[src/rtl/led7seg_scan_scheduler_if.sv]
// Digit-transfer handshake between the scan scheduler and the 74HC595 shifter.
// dat = {segment byte, digit-select byte}, qualified by vld, accepted on vld && rdy.
interface led7seg_scan_scheduler_if;
  logic [15:0] dat;
  logic        vld;
  logic        rdy;

  modport master (output dat, output vld, input rdy);
  modport slave  (input dat, input vld, output rdy);
endinterface

[src/rtl/led7seg_scan_scheduler.sv]
// Paces eight BCD digits out to a 74HC595 display controller, one transfer per digit period.
// Optional leading-zero blanking is enabled by defining LED7SEG_SCAN_LZB_EN.
module led7seg_scan_scheduler #(
  parameter int unsigned REFRESH_DIV = 15625
) (
  input  logic                             clk,
  input  logic                             rst,
  input  logic                             en,
  input  logic [31:0]                      bcd,
  input  logic                             load,
  input  logic [7:0]                       blank,
  led7seg_scan_scheduler_if.master         tx,
  output logic                             frame_done
);

  typedef enum logic [1:0] {IDLE, PACE, ISSUE} state_t;

  localparam logic [15:0] PACE_LAST = 16'(REFRESH_DIV - 1);

  state_t      state_q, state_d;
  logic [2:0]  idx_q, idx_d;
  logic [15:0] cnt_q, cnt_d;
  logic [15:0] dat_q, dat_d;
  logic        frame_done_q, frame_done_d;
  logic [31:0] pend_bcd_q, pend_bcd_d;
  logic [7:0]  pend_blank_q, pend_blank_d;
  logic        pend_v_q, pend_v_d;
  logic [31:0] act_bcd_q, act_bcd_d;
  logic [7:0]  act_blank_q, act_blank_d;

  logic [31:0] src_bcd;
  logic [7:0]  src_blank;
  logic [2:0]  nib_sel;
  logic [3:0]  nib;
  logic        hide;
  logic [7:0]  seg;

  function automatic logic [7:0] seg_decode(input logic [3:0] n);
    logic [7:0] s;
    case (n)
      4'd0:    s = 8'h3F;
      4'd1:    s = 8'h06;
      4'd2:    s = 8'h5B;
      4'd3:    s = 8'h4F;
      4'd4:    s = 8'h66;
      4'd5:    s = 8'h6D;
      4'd6:    s = 8'h7D;
      4'd7:    s = 8'h07;
      4'd8:    s = 8'h7F;
      4'd9:    s = 8'h6F;
      default: s = 8'h00;
    endcase
    return s;
  endfunction

`ifdef LED7SEG_SCAN_LZB_EN
  // Digit i is a leading zero when it and every more-significant nibble are 0; digit 7 always shows.
  function automatic logic lead_zero(input logic [31:0] b, input logic [2:0] i);
    logic z;
    z = (i != 3'd7);
    for (int k = 0; k < 7; k++) begin
      if (k <= int'(i) && b[31 - 4*k -: 4] != 4'd0) z = 1'b0;
    end
    return z;
  endfunction
`endif

  // Digit 0 takes a coincident load first, then a pending one, so a frame never mixes loads.
  always_comb begin
    src_bcd   = act_bcd_q;
    src_blank = act_blank_q;
    if (idx_q == 3'd0) begin
      if (load) begin
        src_bcd   = bcd;
        src_blank = blank;
      end else if (pend_v_q) begin
        src_bcd   = pend_bcd_q;
        src_blank = pend_blank_q;
      end
    end
    nib_sel = 3'd7 - idx_q;
    nib     = src_bcd[{nib_sel, 2'b00} +: 4];
    hide    = src_blank[idx_q];
`ifdef LED7SEG_SCAN_LZB_EN
    hide    = hide | lead_zero(src_bcd, idx_q);
`endif
    seg     = hide ? 8'h00 : seg_decode(nib);
  end

  always_comb begin
    state_d      = state_q;
    idx_d        = idx_q;
    cnt_d        = cnt_q;
    dat_d        = dat_q;
    frame_done_d = 1'b0;
    pend_bcd_d   = pend_bcd_q;
    pend_blank_d = pend_blank_q;
    pend_v_d     = pend_v_q;
    act_bcd_d    = act_bcd_q;
    act_blank_d  = act_blank_q;

    if (load) begin
      pend_bcd_d   = bcd;
      pend_blank_d = blank;
      pend_v_d     = 1'b1;
    end

    case (state_q)
      IDLE: begin
        idx_d = 3'd0;
        if (en) begin
          state_d = PACE;
          cnt_d   = 16'd0;
        end
      end
      PACE: begin
        if (!en) begin
          state_d = IDLE;
          idx_d   = 3'd0;
        end else if (cnt_q == PACE_LAST) begin
          state_d = ISSUE;
          dat_d   = {seg, 8'h01 << idx_q};
          if (idx_q == 3'd0) begin
            act_bcd_d   = src_bcd;
            act_blank_d = src_blank;
            pend_v_d    = 1'b0;
          end
        end else begin
          cnt_d = cnt_q + 16'd1;
        end
      end
      ISSUE: begin
        // en is not sampled until the transfer completes, so vld never drops early.
        if (tx.rdy) begin
          idx_d        = idx_q + 3'd1;
          cnt_d        = 16'd0;
          frame_done_d = (idx_q == 3'd7);
          state_d      = en ? PACE : IDLE;
        end
      end
      default: state_d = IDLE;
    endcase
  end

  always_ff @(posedge clk or negedge rst) begin
    if (!rst) begin
      state_q      <= IDLE;
      idx_q        <= 3'd0;
      cnt_q        <= 16'd0;
      dat_q        <= 16'h0000;
      frame_done_q <= 1'b0;
      pend_bcd_q   <= 32'd0;
      pend_blank_q <= 8'd0;
      pend_v_q     <= 1'b0;
      act_bcd_q    <= 32'd0;
      act_blank_q  <= 8'd0;
    end else begin
      state_q      <= state_d;
      idx_q        <= idx_d;
      cnt_q        <= cnt_d;
      dat_q        <= dat_d;
      frame_done_q <= frame_done_d;
      pend_bcd_q   <= pend_bcd_d;
      pend_blank_q <= pend_blank_d;
      pend_v_q     <= pend_v_d;
      act_bcd_q    <= act_bcd_d;
      act_blank_q  <= act_blank_d;
    end
  end

  assign tx.dat     = dat_q;
  assign tx.vld     = (state_q == ISSUE);
  assign frame_done = frame_done_q;

endmodule

[src/flat_wrapper.sv]
// flat-port wrapper written by rule: the top's interface ports become plain ports
module led7seg_scan_scheduler_flat 
#(
  parameter int unsigned REFRESH_DIV = 15625
)
  (clk, rst, en, bcd, load, blank, frame_done, tx_dat, tx_vld, tx_rdy);
  led7seg_scan_scheduler_if tx_i ();
  input  logic clk;
  input  logic rst;
  input  logic en;
  input  logic [31:0] bcd;
  input  logic load;
  input  logic [7:0] blank;
  output logic frame_done;
  output wire logic [$bits(tx_i.dat)-1:0] tx_dat;
  output wire logic [$bits(tx_i.vld)-1:0] tx_vld;
  input wire logic [$bits(tx_i.rdy)-1:0] tx_rdy;
  assign tx_dat = tx_i.dat;
  assign tx_vld = tx_i.vld;
  assign tx_i.rdy = tx_rdy;
  led7seg_scan_scheduler #(.REFRESH_DIV(REFRESH_DIV)) u_core (.clk(clk), .rst(rst), .en(en), .bcd(bcd), .load(load), .blank(blank), .tx(tx_i), .frame_done(frame_done));
endmodule
[config.mk]
export PLATFORM = sky130hd
export DESIGN_NAME = led7seg_scan_scheduler_flat
export DESIGN_NICKNAME = d
export VERILOG_FILES = /design/src/rtl/led7seg_scan_scheduler_if.sv /design/src/rtl/led7seg_scan_scheduler.sv /design/src/flat_wrapper.sv
export SDC_FILE = /design/constraint.sdc
export NUM_CORES = 1
export LEC_CHECK = 0
export CAP_MARGIN = 10
export CORE_MARGIN = 2
export CORE_UTILIZATION = 35
export CTS_BUF_LIST = sky130_fd_sc_hd__clkbuf_2 sky130_fd_sc_hd__clkbuf_4 sky130_fd_sc_hd__clkbuf_8
export CTS_CLUSTER_SIZE = 24
export DETAILED_ROUTE_END_ITERATION = 8
export GPL_TIMING_DRIVEN = 0
export HOLD_SLACK_MARGIN = 0.15
export PLACE_DENSITY = 0.54
export SLEW_MARGIN = 40
export SYNTH_ARGS = -nofsm -noshare
export SYNTH_HDL_FRONTEND = slang
export SYNTH_SLANG_ARGS = --single-unit
[constraint.sdc]
create_clock -name clk -period 5.1 [get_ports clk]
set_clock_uncertainty 0.1 [all_clocks]
set_input_delay 1.02 -clock clk [delete_from_list [all_inputs] [get_ports clk]]
set_output_delay 1.02 -clock clk [all_outputs]
set_load 0.1 [all_outputs]
# Word-level counts from Yosys, hierarchy flattened

Memories as Yosys holds them, arrays and structs flattened.
Cells that the tools add are included.
W data, S select, Z words.

$add $sub $neg: 3
Magnitude comparators: 1
Equality and inequality tests: 10
Shift-type cells: 2
Multiplexer cells: 30
Reductions and logical operators: 8

Operators by type and width:

| kind                    | number |
|---|---|
| $mux W32                | 3 |
| $mux W16                | 4 |
| $pmux W16 S3            | 1 |
| $mux W8                 | 4 |
| $shiftx A32 B6 Y4       | 1 |
| $add A16 B1 Y16 const B | 1 |
| $eq A16 B14 Y1 const B  | 1 |
| $mux W1                 | 9 |
| $pmux W3 S3             | 1 |
| $reduce_and A3 Y1       | 3 |
| $mux W2                 | 4 |
| $ne A2 B2 Y1 const B    | 4 |
| $shl A1 B3 Y8 const A   | 1 |
| $mux W3                 | 2 |
| $pmux W2 S3             | 1 |
| $reduce_and A5 Y1       | 1 |
| $lt A3 B4 Y1 const B    | 1 |
| $reduce_and A4 Y1       | 1 |
| $add A3 B1 Y3 const B   | 1 |
| $bmux W1 S3             | 1 |
| $eq A3 B3 Y1 const B    | 1 |
| $logic_not A3 Y1        | 1 |
| $ne A3 B2 Y1 const B    | 1 |
| $reduce_bool A3 Y1      | 1 |
| 5 further kinds         | 5 |

Register bits: 119
ROM bits: 112
Input bits: 45
Output and inout port bits: 18
Logic and storage cells: 65
Memories: 1

Memory list:

| memory          | words | width | rd ports | clocked after memory_dff | write ports | RTL line                     | RTL |
|---|---|---|---|---|---|---|---|
| (no name shown) | 16    | 7     | 1        | 0                        | 0           | led7seg_scan_scheduler.sv:40 | `case (n)` |

# Depth between registers and ports, before layout

Gate-level depths: netlist of the first run.

Word-level depth: 6
Depth in mapped cells: 16
Depth with buffers taken out: 13

# Worst setup path after synthesis of the first run

Ideal clock, no wire load.

Path kind: in2reg
From: input port load
To: register u_core.dat_q[11], in the netlist u_core.tx.dat[11]
Library setup time: 0.127 ns
Data arrival time: 3.097 ns
Data required time: 4.873 ns
Setup slack: 1.776 ns
Cell stages on the path: 12
Path buffers: 3
Cell sequence: buf_6 buf_6 buf_6 mux2_2 mux4_2 o21ai_1 o22ai_1 inv_1 ha_1 nor2_1 a211o_1 nand3_1

Word-level cells in the longest chain between the ends: 5
Elaborated cells between the ends (all ways): 9
Classes of those cells: shift: 1; mux: 7; memory: 1

Ends and longest elaborated chain:

| what                                                    | RTL line                                                   | RTL |
|---|---|---|
| from (decl)                                             | flat_wrapper.sv:12                                         | `input logic load;` |
| $mux W32 / $mux W8 (equally long branches)              | led7seg_scan_scheduler.sv:73                               | `if (load) begin` |
| $mux W32 / $mux W8 (equally long branches)              | led7seg_scan_scheduler.sv:72                               | `if (idx_q == 3'd0) begin` |
| $shiftx A32 B6 Y4 / $bmux W1 S3 (equally long branches) | led7seg_scan_scheduler.sv:82, led7seg_scan_scheduler.sv:83 |  |
| $mem_v2 Z16 W7 / $mux W1 (equally long branches)        | n/a                                                        |  |
| $mux W8 *                                               | led7seg_scan_scheduler.sv:87                               | `seg = hide ? 8'h00 : seg_decode(nib);` |
| to (signal assigned)                                    | led7seg_scan_scheduler.sv:161                              | `dat_q <= dat_d;` |
| to (decl)                                               | led7seg_scan_scheduler.sv:23                               | `logic [15:0] dat_q, dat_d;` |

Mark *: on every way between the ends. The rest lies on a longest branch, timed or not. The select of a mux whose other input is x is not followed.
A chain may end at the register's enable or synchronous reset.

# Final worst setup path of the first run

From: register u_core.idx_q[1]
To: register u_core.dat_q[9], in the netlist u_core.tx.dat[9]

Word-level cells in the longest chain between the ends: 5
Elaborated cells between the ends (all ways): 9
Classes of those cells: add/sub: 1; shift: 1; mux: 5; reduce/logical: 1; memory: 1

Ends and longest elaborated chain:

| what                                                   | RTL line                      | RTL |
|---|---|---|
| from (decl)                                            | led7seg_scan_scheduler.sv:21  | `logic [2:0] idx_q, idx_d;` |
| from (signal assigned)                                 | led7seg_scan_scheduler.sv:159 | `idx_q <= idx_d;` |
| branches (longest 4 deep; another with $mem_v2 Z16 W7) | n/a                           |  |
| $mux W8 *                                              | led7seg_scan_scheduler.sv:87  |  |

Every way passes the cells marked *. The select of a mux whose other input is x is not followed.

==> reports/qor.log, run 1 <==
[power] total design power 2.15 mW
[drt] violation count after the first detailed-routing iteration 202
[synth] post-synthesis cell type count 66
[clocking] Worst-Skew Late Latency 0.45 ns
[drt] final wirelength 13,200 um
[run_status] status finished, final reports clean
[drt] Vias 4,008
[timing] slew of the pin with the lowest slew margin 0.712 ns
[synth] synthesized netlist net count 559
[critical_path] Req. time, crit path 5.32 ns
[floorplanning] vertical die dimension 133 um
[critical_path] data arrival time of the critical path 4.36 ns
[clocking] cells resized by post-CTS repair 0
[layout] Util after Layout 0.433
[global_route] global-route wire length before repair 22,100 um
[power] leakage power total 3.30 nW
[synth] main combinational cell family by area after synthesis multiplexers
[floorplanning] width of the chip 133 um
[layout] number of antenna repair diodes 0
[timing] upper clock frequency limit 242 MHz
[clocking] clock transition at the registers of the reported paths 0.07 ns
[drt] number of DRC violations after detailed routing 0
[synth] synthesized-area fraction occupied by xor and xnor cells 0.00898
[floorplanning] Boundary Pins 63
[synth] flip-flop and latch count after synthesis 118
[floorplanning] number of rows created at floorplan 47
[floorplanning] initial core utilization 0.355
[global_route] largest net degree at the start of global routing 66
[clocking] CTS Root Cell clkbuf_8
[timing] RSZ-0062 raised after global routing false
[global_route] via count of the first global-routing pass 4,255
[synth] count of warnings emitted by yosys 0
[place] count of buffers from port buffering 60
[floorplanning] area of the die 17,800 um2
[layout] share of layout cells above drive strength 1 0.254
[clocking] CTS tree done
[place] gp weighted congestion 0.845
[timing] slew margin rel. 0.525
[global_route] overall overflow remaining after global route 0
[critical_path] type of the setup path with the least slack flop to flop
[global_route] Tot GR Track Use 0.160
[drt] Final ANT Viol Nets 0
[worst_hold_path] Hold/Removal Path Class input port to asynchronous set/reset pin
[place] DP HPWL 9560 um
[drt] vias per inst 4.92
[power] largest voltage drop on the vdd net 0.000152 V
[synth] fraction of the mapped netlist area in compound gates 0.109
[timing] share of the clock period used by the worst path 0.810
[clocking] htree depth 4
[timing] final-report hold violation count 0
[global_route] number of antenna violations at the first check in global routing 0
[timing] number of failing setup endpoints in the final timing report 0
[synth] share of flip-flops with an asynchronous set or reset after synthesis 1.00
[synth] Post-Synth Adder-Cell Area 0.0278
[layout] NumNets Final 639
[synth] mux cell area share after synthesis 0.188
[synth] synthesized area 5850 um2
[synth] number of synthesized flops with an enable pin 0
[timing] max-slew violations 0
[synth] area share of and/or/nand/nor cells after synthesis 0.116
[layout] commonest non-fill, non-tap cells in the layout dfrtp_1, mux2_2, nand2_1, clkdlybuf4s50_1, o21ai_0
[floorplanning] total core area 16,500 um2
[drt] drt first pass iters 4
[flow_run] Max-Cap Viols 0
[clocking] Hold-fix buffers, CTS 0
[timing] minimum period implied by the final worst setup slack 4.13 ns
[critical_path] capturing element type of the critical path flop
[synth] Mapped Avg Cell Area 11.7 um2
[critical_path] largest driver fanout on the critical path 10
[clocking] number of buffers added for setup after CTS 0
[layout] leading cell type in the layout, fill and taps excluded dfrtp_1
[clocking] number of buffers created by CTS 17
[clocking] CTS sink count 118
[drt] detailed-route wire length per cell 16.2 um
[layout] area growth from synthesis to layout 21.9%
[synth] share of the yosys chip area belonging to registers 0.505
[synth] synthesized instance count 501
[synth] primary flip-flop cell chosen by synthesis mapping dfrtp_1
[clocking] maximum number of buffers from clock root to sink 2
[power] power density over the cells 302 nW/um2
[critical_path] type of origin of the critical path flop
-- routing by layer --
| layer | track usage | vias to the layer above | part of all wire | wire (um) |
|---|---|---|---|---|
| met3 | 0.0377 | 18 | 0.033 | 441 |
| met2 | 0.257 | 64 | 0.47 | 6240 |
| met5 | 0 | - | 0 | 0 |
| li1 | - | 1946 | - | - |
| met1 | 0.212 | 1980 | 0.48 | 6330 |
| met4 | 0.0591 | 0 | 0.016 | 213 |
-- report_power, final --
part	switching (mW)	leakage, nW	total [mW]	internal, mW
clock network	0.373	0.236	0.980	0.607
logic	0.0984	1.52	0.192	0.0931
registers	0.0129	1.54	0.983	0.970
-- cell usage after synthesis, drive strengths merged (2+ instances only) --
library cell	count	area share
a211o	2	0.0030
ha	13	0.028
o31ai	8	0.010
mux4	8	0.031
o21ai	35	0.030
mux2	65	0.14
and4	2	0.0030
a31oi	4	0.0043
nor3	11	0.011
a21oi	19	0.016
or4	3	0.0051
or2	2	0.0021
nor2b	5	0.0053
xnor2	5	0.0075
o41ai	3	0.0045
nand2	44	0.029
buf	15	0.021
and2	3	0.0036
a211oi	9	0.012
inv	27	0.017
o22ai	3	0.0032
mux2i	13	0.022
o2111ai	2	0.0030
nand3	13	0.011
or3	2	0.0030
clkbuf	9	0.0058
a21o	4	0.0051
nor2	27	0.022
nand2b	6	0.0064
nor4b	2	0.0030
dfrtp	118	0.50
-- final cells by class --
cell class,instances,area [um2]
flip-flops and latches,118,2950
well taps,220,275
fillers,1565,9330
inverters,28,105
multi-input cells,331,2640
clock buffers,24,318
plain buffers,24,155
repair buffers,61,548
clock inverters,8,143
-- sequential cells by signal (all words and copies together) (netlist names) --
signal	count
u_core.frame_done	1
u_core.cnt_q	16
u_core.idx_q	3
u_core.pend_blank_q	8
u_core.pend_v_q	1
u_core.pend_bcd_q	32
u_core.state_q	2
u_core.act_bcd_q	32
u_core.act_blank_q	8
u_core.tx.dat	15
-- cells by family (layout without fill, tap and decap cells) --
logic type | count (synthesis) | after routing
AO/OA/AOI/OAI | 98 | 98
XOR/XNOR | 6 | 6
adder cells (fa/ha/maj) | 13 | 13
buffers and inverters | 52 | 145
flip-flops | 118 | 118
multiplexers | 86 | 86
other | 1 | 1
AND/OR/NAND/NOR | 127 | 127
-- critical path, cell delays in order (launching register included) --
cell and delay (ns):
dfrtp_1 0.37, clkbuf_1 0.39, clkinv_1 0.43, ha_1 0.37, nand2b_1 0.08, buf_2 0.28, nor2_4 0.12, buf_4 0.22
mux4_2 0.25, o21ai_1 0.06, o22ai_1 0.36, inv_1 0.16, ha_1 0.35, o221ai_1 0.13, a21boi_0 0.23, o21ai_0 0.11
-- metrics by stage --
step / setup WS [ns] / setup TNS (ns) / area (um2) / std cells / hold slack [ns]
2_1_floorplan: 1.78 / 0 / 5850 / 501 / 0.351
6_report: 0.967 / 0 / 7130 / 814 / 0.379
3_3_place_gp: -1.71 / -201.08 / 6730 / 781 / 0.368
3_5_place_dp: 0.979 / 0 / 6670 / 782 / 0.372
5_1_grt: 0.563 / 0 / 7130 / 814 / 0.393
4_1_cts: 0.957 / 0 / 7130 / 814 / 0.375
-- path summary, 6_finish.rpt --
kind | slack, ns | cells past startpoint | start | to
worst min register to register | 0.38 | 2 | u_core.tx.dat[6]$_DFFE_PN0P_ | u_core.tx.dat[6]$_DFFE_PN0P_
worst max-delay path | 0.97 | 15 | u_core.idx_q[1]$_DFFE_PN0P_ | u_core.tx.dat[9]$_DFFE_PN0P_
worst min-delay path | 0.38 | 1 | rst | u_core.pend_blank_q[3]$_DFFE_PN0P_
worst max register to register | 0.97 | 15 | u_core.idx_q[1]$_DFFE_PN0P_ | u_core.tx.dat[9]$_DFFE_PN0P_
max in group asynchronous | 3.86 | 2 | rst | u_core.cnt_q[12]$_DFFE_PN0P_
min in group clk | 0.38 | 2 | u_core.tx.dat[6]$_DFFE_PN0P_ | u_core.tx.dat[6]$_DFFE_PN0P_
Note: power is estimated with default switching activity, not from simulation.
==> run 2, diff against run 1 <==
==> constraint.sdc (replaced) <==
create_clock -name clk -period 4.13 [get_ports clk]
set_clock_uncertainty 0.1 [all_clocks]
set_input_delay 0.826 -clock clk [delete_from_list [all_inputs] [get_ports clk]]
set_output_delay 0.826 -clock clk [all_outputs]
set_load 0.1 [all_outputs]
==> reports/qor.log, run 2 (synthesis results as in run 1) <==
[run_status] status finished, final reports clean
[layout] commonest non-fill, non-tap cells in the layout dfrtp_1, mux2_2, nand2_1, clkdlybuf4s50_1, o21ai_0
[floorplanning] vertical die dimension 133 um
[power] Comb power frac 0.089
[drt] Vias 3,998
[clocking] Hold-fix buffers, CTS 0
[drt] vias per inst 4.91
[clocking] CTS Root Cell clkbuf_8
[power] cell internal pwr 2.06 mW
[critical_path] CP max-delay cell dfrtp_1
[power] share of total power consumed by net switching 0.225
[timing] share of the clock period used by the worst path 0.905
[global_route] via count of the first global-routing pass 4,255
[timing] number of failing setup endpoints in the final timing report 0
[timing] WHS 0.192 ns
[place] worst setup timing slack at the placement stage 0.00917 ns
[critical_path] data arrival time of the critical path 3.96 ns
[layout] leading cell type in the layout, fill and taps excluded dfrtp_1
[layout] Fill cells 1,571
[layout] final standard cell area without fillers 7140 um2
[timing] max-slew violations 0
[global_route] global-route wire length before repair 22,100 um
[timing] upper clock frequency limit 267 MHz
[global_route] number of antenna violations at the first check in global routing 0
[drt] Final ANT Viol Nets 0
[timing] min setup slack post-route 0.391 ns
[layout] non-filler cells, final 814
[drt] detailed-route wire length per cell 16.2 um
[clocking] Worst-Skew Late Latency 0.44 ns
[global_route] largest net degree at the start of global routing 66
[floorplanning] area of the die 17,800 um2
[floorplanning] total core area 16,500 um2
[layout] number of antenna repair diodes 0
[layout] leading registers by flop count u_core.act_bcd_q (32), u_core.pend_bcd_q (32), u_core.cnt_q (16)
[worst_hold_path] Hold/Removal Path Class input port to asynchronous set/reset pin
[critical_path] largest driver fanout on the critical path 10
[place] count of buffers from port buffering 60
[clocking] number of buffers created by CTS 17
[critical_path] longest individual stage delay on the worst path 0.41 ns
[layout] NumNets Final 639
[critical_path] capturing element type of the critical path flop
[drt] final wirelength 13,200 um
[timing] final-report hold violation count 0
[critical_path] WP buf/inv 5
[flow_run] Max-Cap Viols 0
[drt] violation count after the first detailed-routing iteration 211
[clocking] CTS tree done
[place] gp weighted congestion 0.845
[global_route] Tot GR Track Use 0.160
[critical_path] type of origin of the critical path flop
[power] total design power 2.66 mW
[place] DP HPWL 9560 um
[place] Area after DPL 6670 um2
[clocking] number of buffers added for setup after CTS 0
[timing] slew margin rel. 0.525
[power] net switching power of the design 599 uW
[power] largest voltage drop on the vdd net 0.000186 V
[layout] area growth from synthesis to layout 22.0%
[floorplanning] number of rows created at floorplan 47
[global_route] overall overflow remaining after global route 0
[layout] share of layout cells above drive strength 1 0.259
[power] power density over the cells 373 nW/um2
[timing] Fin Setup TNS 0 ns
[timing] RSZ-0062 raised after global routing false
[clocking] clock transition at the registers of the reported paths 0.07 ns
[critical_path] Req. time, crit path 4.35 ns
[timing] slew of the pin with the lowest slew margin 0.712 ns
[floorplanning] initial core utilization 0.355
[power] part of the power in registers 0.456
[clocking] CTS sink count 118
[power] leakage power total 3.31 nW
[clocking] htree depth 4
[layout] Util after Layout 0.433
[timing] minimum period implied by the final worst setup slack 3.74 ns
[place] number of cells in the design after placement 782
[critical_path] ordered list of cells on the worst path buf_4 -> inv_1 -> ha_1 -> nand2b_1 -> buf_2 -> nor2_4 -> buf_4 -> mux4_2 -> o21ai_1 -> o22ai_1 -> inv_1 -> ha_1 -> o221ai_1 -> a21boi_0 -> o21ai_0
[clocking] maximum number of buffers from clock root to sink 2
[floorplanning] width of the chip 133 um
[drt] number of DRC violations after detailed routing 0
[power] share of total power in the clock network 0.455
[drt] drt first pass iters 4
[critical_path] gate family responsible for the most delay along the worst path buffers and inverters
[critical_path] type of the setup path with the least slack flop to flop
[floorplanning] Boundary Pins 63
-- run 2: worst paths after layout --
check                                                   from                            endpoint  slack [ns]  cells after the start
worst min register to register  u_core.tx.dat[6]$_DFFE_PN0P_        u_core.tx.dat[6]$_DFFE_PN0P_        0.38                      2
worst max register to register   u_core.idx_q[0]$_DFFE_PN0P_        u_core.tx.dat[9]$_DFFE_PN0P_        0.39                     15
worst min-delay path                                     rst  u_core.pend_blank_q[3]$_DFFE_PN0P_        0.19                      1
max in group asynchronous                                rst        u_core.cnt_q[12]$_DFFE_PN0P_        3.08                      2
min in group clk                u_core.tx.dat[6]$_DFFE_PN0P_        u_core.tx.dat[6]$_DFFE_PN0P_        0.38                      2
worst max-delay path             u_core.idx_q[0]$_DFFE_PN0P_        u_core.tx.dat[9]$_DFFE_PN0P_        0.39                     15
-- run 2: layout make-up --
type / count / area [um2] / area share
tap: 220 / 275 / 0.0386
clock inverter: 8 / 143 / 0.0200
sequential: 118 / 2950 / 0.414
inverter: 28 / 106 / 0.0149
buffer: 24 / 158 / 0.0221
timing repair buffer: 61 / 548 / 0.0768
multi-input combinational: 331 / 2640 / 0.369
clock buffer: 24 / 318 / 0.0445
-- run 2: power groups by stage --
stage,Combinational (mW),Sequential [mW],Clock [mW]
floorplan,0.135,1.23,0
global placement,0.233,1.23,0
detailed placement,0.240,1.24,0
CTS,0.242,1.21,1.24
global route,0.264,1.22,1.29
finish,0.236,1.21,1.21
-- run 2: what timing repair did --
action                     in CTS  in global routing
hold endpoints to repair        0                  0
gates resized for setup         1                  4
cloned                          0                  0
setup endpoints to repair       1                  2
-- run 2: per-layer routing --
layer,up-vias,part of all wire,GRT usage
li1,1945,-,-
met1,1975,0.48,0.212
met2,60,0.47,0.257
met3,18,0.032,0.0377
met4,0,0.016,0.0591
met5,-,0,0
==> run 3, diff against run 2 <==
--- a/config.mk
+++ b/config.mk
@@ -11,7 +11,7 @@
 export CTS_BUF_LIST = sky130_fd_sc_hd__clkbuf_2 sky130_fd_sc_hd__clkbuf_4 sky130_fd_sc_hd__clkbuf_8
 export CTS_CLUSTER_SIZE = 24
 export DETAILED_ROUTE_END_ITERATION = 8
-export GPL_TIMING_DRIVEN = 0
+export GPL_TIMING_DRIVEN = 1
 export HOLD_SLACK_MARGIN = 0.15
 export PLACE_DENSITY = 0.54
 export SLEW_MARGIN = 40
==> reports/qor.log, run 3 (synthesis results as in run 1) <==
[run_status] status finished, final reports clean
[critical_path] Critical path origin u_core.idx_q[0]$_DFFE_PN0P_
[clocking] maximum number of buffers from clock root to sink 2
[critical_path] Crit Reg-Reg Endpoint u_core.tx.dat[9]$_DFFE_PN0P_
[layout] leading registers by flop count u_core.act_bcd_q (32), u_core.pend_bcd_q (32), u_core.cnt_q (16)
[clocking] Worst-Skew Late Latency 0.44 ns
[clocking] clock transition at the registers of the reported paths 0.07 ns
[timing] max-slew violations 0
[timing] WHS 0.324 ns
[layout] leading cell type in the layout, fill and taps excluded dfrtp_1
[critical_path] critical register-to-register path startpoint u_core.idx_q[0]$_DFFE_PN0P_
[floorplanning] width of the chip 133 um
[global_route] global-route wire length before repair 21,700 um
[critical_path] type of origin of the critical path flop
[timing] number of failing setup endpoints in the final timing report 0
[global_route] largest net degree at the start of global routing 66
[power] total design power 2.59 mW
[place] gp weighted congestion 0.844
[power] part of the power in registers 0.468
[drt] Vias 4,041
[place] number of cells in the design after placement 770
[drt] Final ANT Viol Nets 0
[drt] drt first pass iters 4
[global_route] Tot GR Track Use 0.157
[timing] slew of the pin with the lowest slew margin 0.738 ns
[floorplanning] number of rows created at floorplan 47
[critical_path] largest driver fanout on the critical path 16
[global_route] overall overflow remaining after global route 0
[layout] area growth from synthesis to layout 20.2%
[place] Area after DPL 6610 um2
[place] DP HPWL 9180 um
[clocking] CTS sink count 118
[global_route] number of antenna violations at the first check in global routing 0
[layout] NumNets Final 627
[power] share of total power consumed by net switching 0.231
[layout] final standard cell area without fillers 7030 um2
[critical_path] ordered list of cells on the worst path inv_1 -> ha_1 -> nand2b_1 -> nor2_4 -> mux4_2 -> nor3_1 -> or4_1 -> ha_1 -> o221ai_1 -> a21boi_0 -> o21ai_0
[clocking] Hold-fix buffers, CTS 0
[layout] non-filler cells, final 802
[drt] detailed-route wire length per cell 16.3 um
[critical_path] gate family responsible for the most delay along the worst path simple AND/OR/NAND/NOR gates
[clocking] number of buffers added for setup after CTS 0
[timing] RSZ-0062 raised after global routing false
[floorplanning] total core area 16,500 um2
[power] net switching power of the design 599 uW
[clocking] number of buffers created by CTS 17
[place] count of buffers from port buffering 61
[critical_path] capturing element type of the critical path flop
[power] Comb power frac 0.089
[critical_path] longest individual stage delay on the worst path 0.61 ns
[floorplanning] initial core utilization 0.355
[timing] share of the clock period used by the worst path 0.801
[floorplanning] area of the die 17,800 um2
[critical_path] Worst R2R Setup Slack 0.82 ns
[flow_run] Max-Cap Viols 0
[power] power density over the cells 369 nW/um2
[clocking] CTS tree done
[clocking] htree depth 4
[drt] vias per inst 5.04
[critical_path] data arrival time of the critical path 3.53 ns
[layout] commonest non-fill, non-tap cells in the layout dfrtp_1, mux2_2, nand2_1, clkdlybuf4s50_1, o21ai_0
[drt] number of DRC violations after detailed routing 0
[critical_path] most frequent cell on the critical path ha_1
[power] largest voltage drop on the vdd net 0.000183 V
[floorplanning] Boundary Pins 63
[critical_path] depth of the worst register-to-register path 11
[global_route] via count of the first global-routing pass 4,155
[layout] number of antenna repair diodes 0
[drt] violation count after the first detailed-routing iteration 246
[timing] minimum period implied by the final worst setup slack 3.31 ns
[drt] final wirelength 13,100 um
[layout] share of layout cells above drive strength 1 0.256
[clocking] cells resized by post-CTS repair 0
[floorplanning] vertical die dimension 133 um
[critical_path] type of the setup path with the least slack flop to flop
[critical_path] Crit. path cell count 11
[critical_path] WP buf/inv 1
[critical_path] critical path capture point u_core.tx.dat[9]$_DFFE_PN0P_
[timing] Fin Setup TNS 0 ns
[critical_path] Req. time, crit path 4.35 ns
[power] leakage power total 3.26 nW
[clocking] CTS Root Cell clkbuf_8
[timing] final-report hold violation count 0
[power] share of total power in the clock network 0.443
[critical_path] CP max-delay cell or4_1
[power] cell internal pwr 1.99 mW
[timing] slew margin rel. 0.508
[timing] upper clock frequency limit 302 MHz
[worst_hold_path] Hold/Removal Path Class input port to asynchronous set/reset pin
## run 3: cell types whose count changed in the layout (fill, tap and decap cells not counted), sizes merged
cell	before	now
clkinvlp	1	0
clkbuf	33	21
clkinv	4	8
buf	34	31
## run 3: worst register-to-register path: stages (launching register included)
cell and delay (ns):
dfrtp_1 0.37, inv_1 0.20, ha_1 0.27, nand2b_1 0.14
nor2_4 0.42, mux4_2 0.30, nor3_1 0.05, or4_1 0.61
ha_1 0.34, o221ai_1 0.11, a21boi_0 0.18, o21ai_0 0.10
## run 3: worst min-delay path by stage
stage / endpoint / slack, ns / cells after the start
floorplan: u_core.act_bcd_q[18]$_DFFE_PN0P_ / 0.35 / 2
global placement: u_core.tx.dat[6]$_DFFE_PN0P_ / 0.36 / 2
detailed placement: u_core.tx.dat[6]$_DFFE_PN0P_ / 0.36 / 2
CTS: u_core.act_blank_q[0]$_DFFE_PN0P_ / 0.34 / 1
global route: u_core.pend_blank_q[3]$_DFFE_PN0P_ / 0.36 / 1
finish: u_core.act_blank_q[0]$_DFFE_PN0P_ / 0.32 / 1
## run 3: power by group through the flow
stage | Combinational (mW) | Clock, mW | Sequential, mW
after floorplan | 0.135 | 0 | 1.23
after global placement | 0.232 | 0 | 1.23
after detailed placement | 0.236 | 0 | 1.24
after CTS | 0.238 | 1.18 | 1.21
after global routing | 0.261 | 1.23 | 1.22
final | 0.232 | 1.15 | 1.21
## run 3: final cells by class
cell class	count	area [um2]
Fill cell	1588	9440
Sequential cell	118	2950
Multi-Input combinational cell	331	2640
Timing Repair Buffer	73	636
Tap cell	220	275
Clock buffer	21	270
Clock inverter	11	155
Inverter	28	105
## run 3: per-layer routing
| metal | wire, um | global-route usage | share of wire | vias up |
|---|---|---|---|---|
| li1 | - | - | - | 1924 |
| met1 | 6090 | 0.208 | 0.47 | 2024 |
| met2 | 6230 | 0.246 | 0.48 | 83 |
| met3 | 601 | 0.0498 | 0.046 | 10 |
| met4 | 155 | 0.0496 | 0.012 | 0 |
| met5 | 0 | 0 | 0 | - |
## run 3: stage by stage
| step | util | worst slack [ns] |
|---|---|---|
| after detailed placement | 0.401 | 0.581 |
| after CTS | 0.427 | 0.768 |
| after floorplan | - | 0.826 |
| after global routing | 0.427 | 0.572 |
| final | 0.427 | 0.820 |
| after global placement | 0.406 | 0.629 |
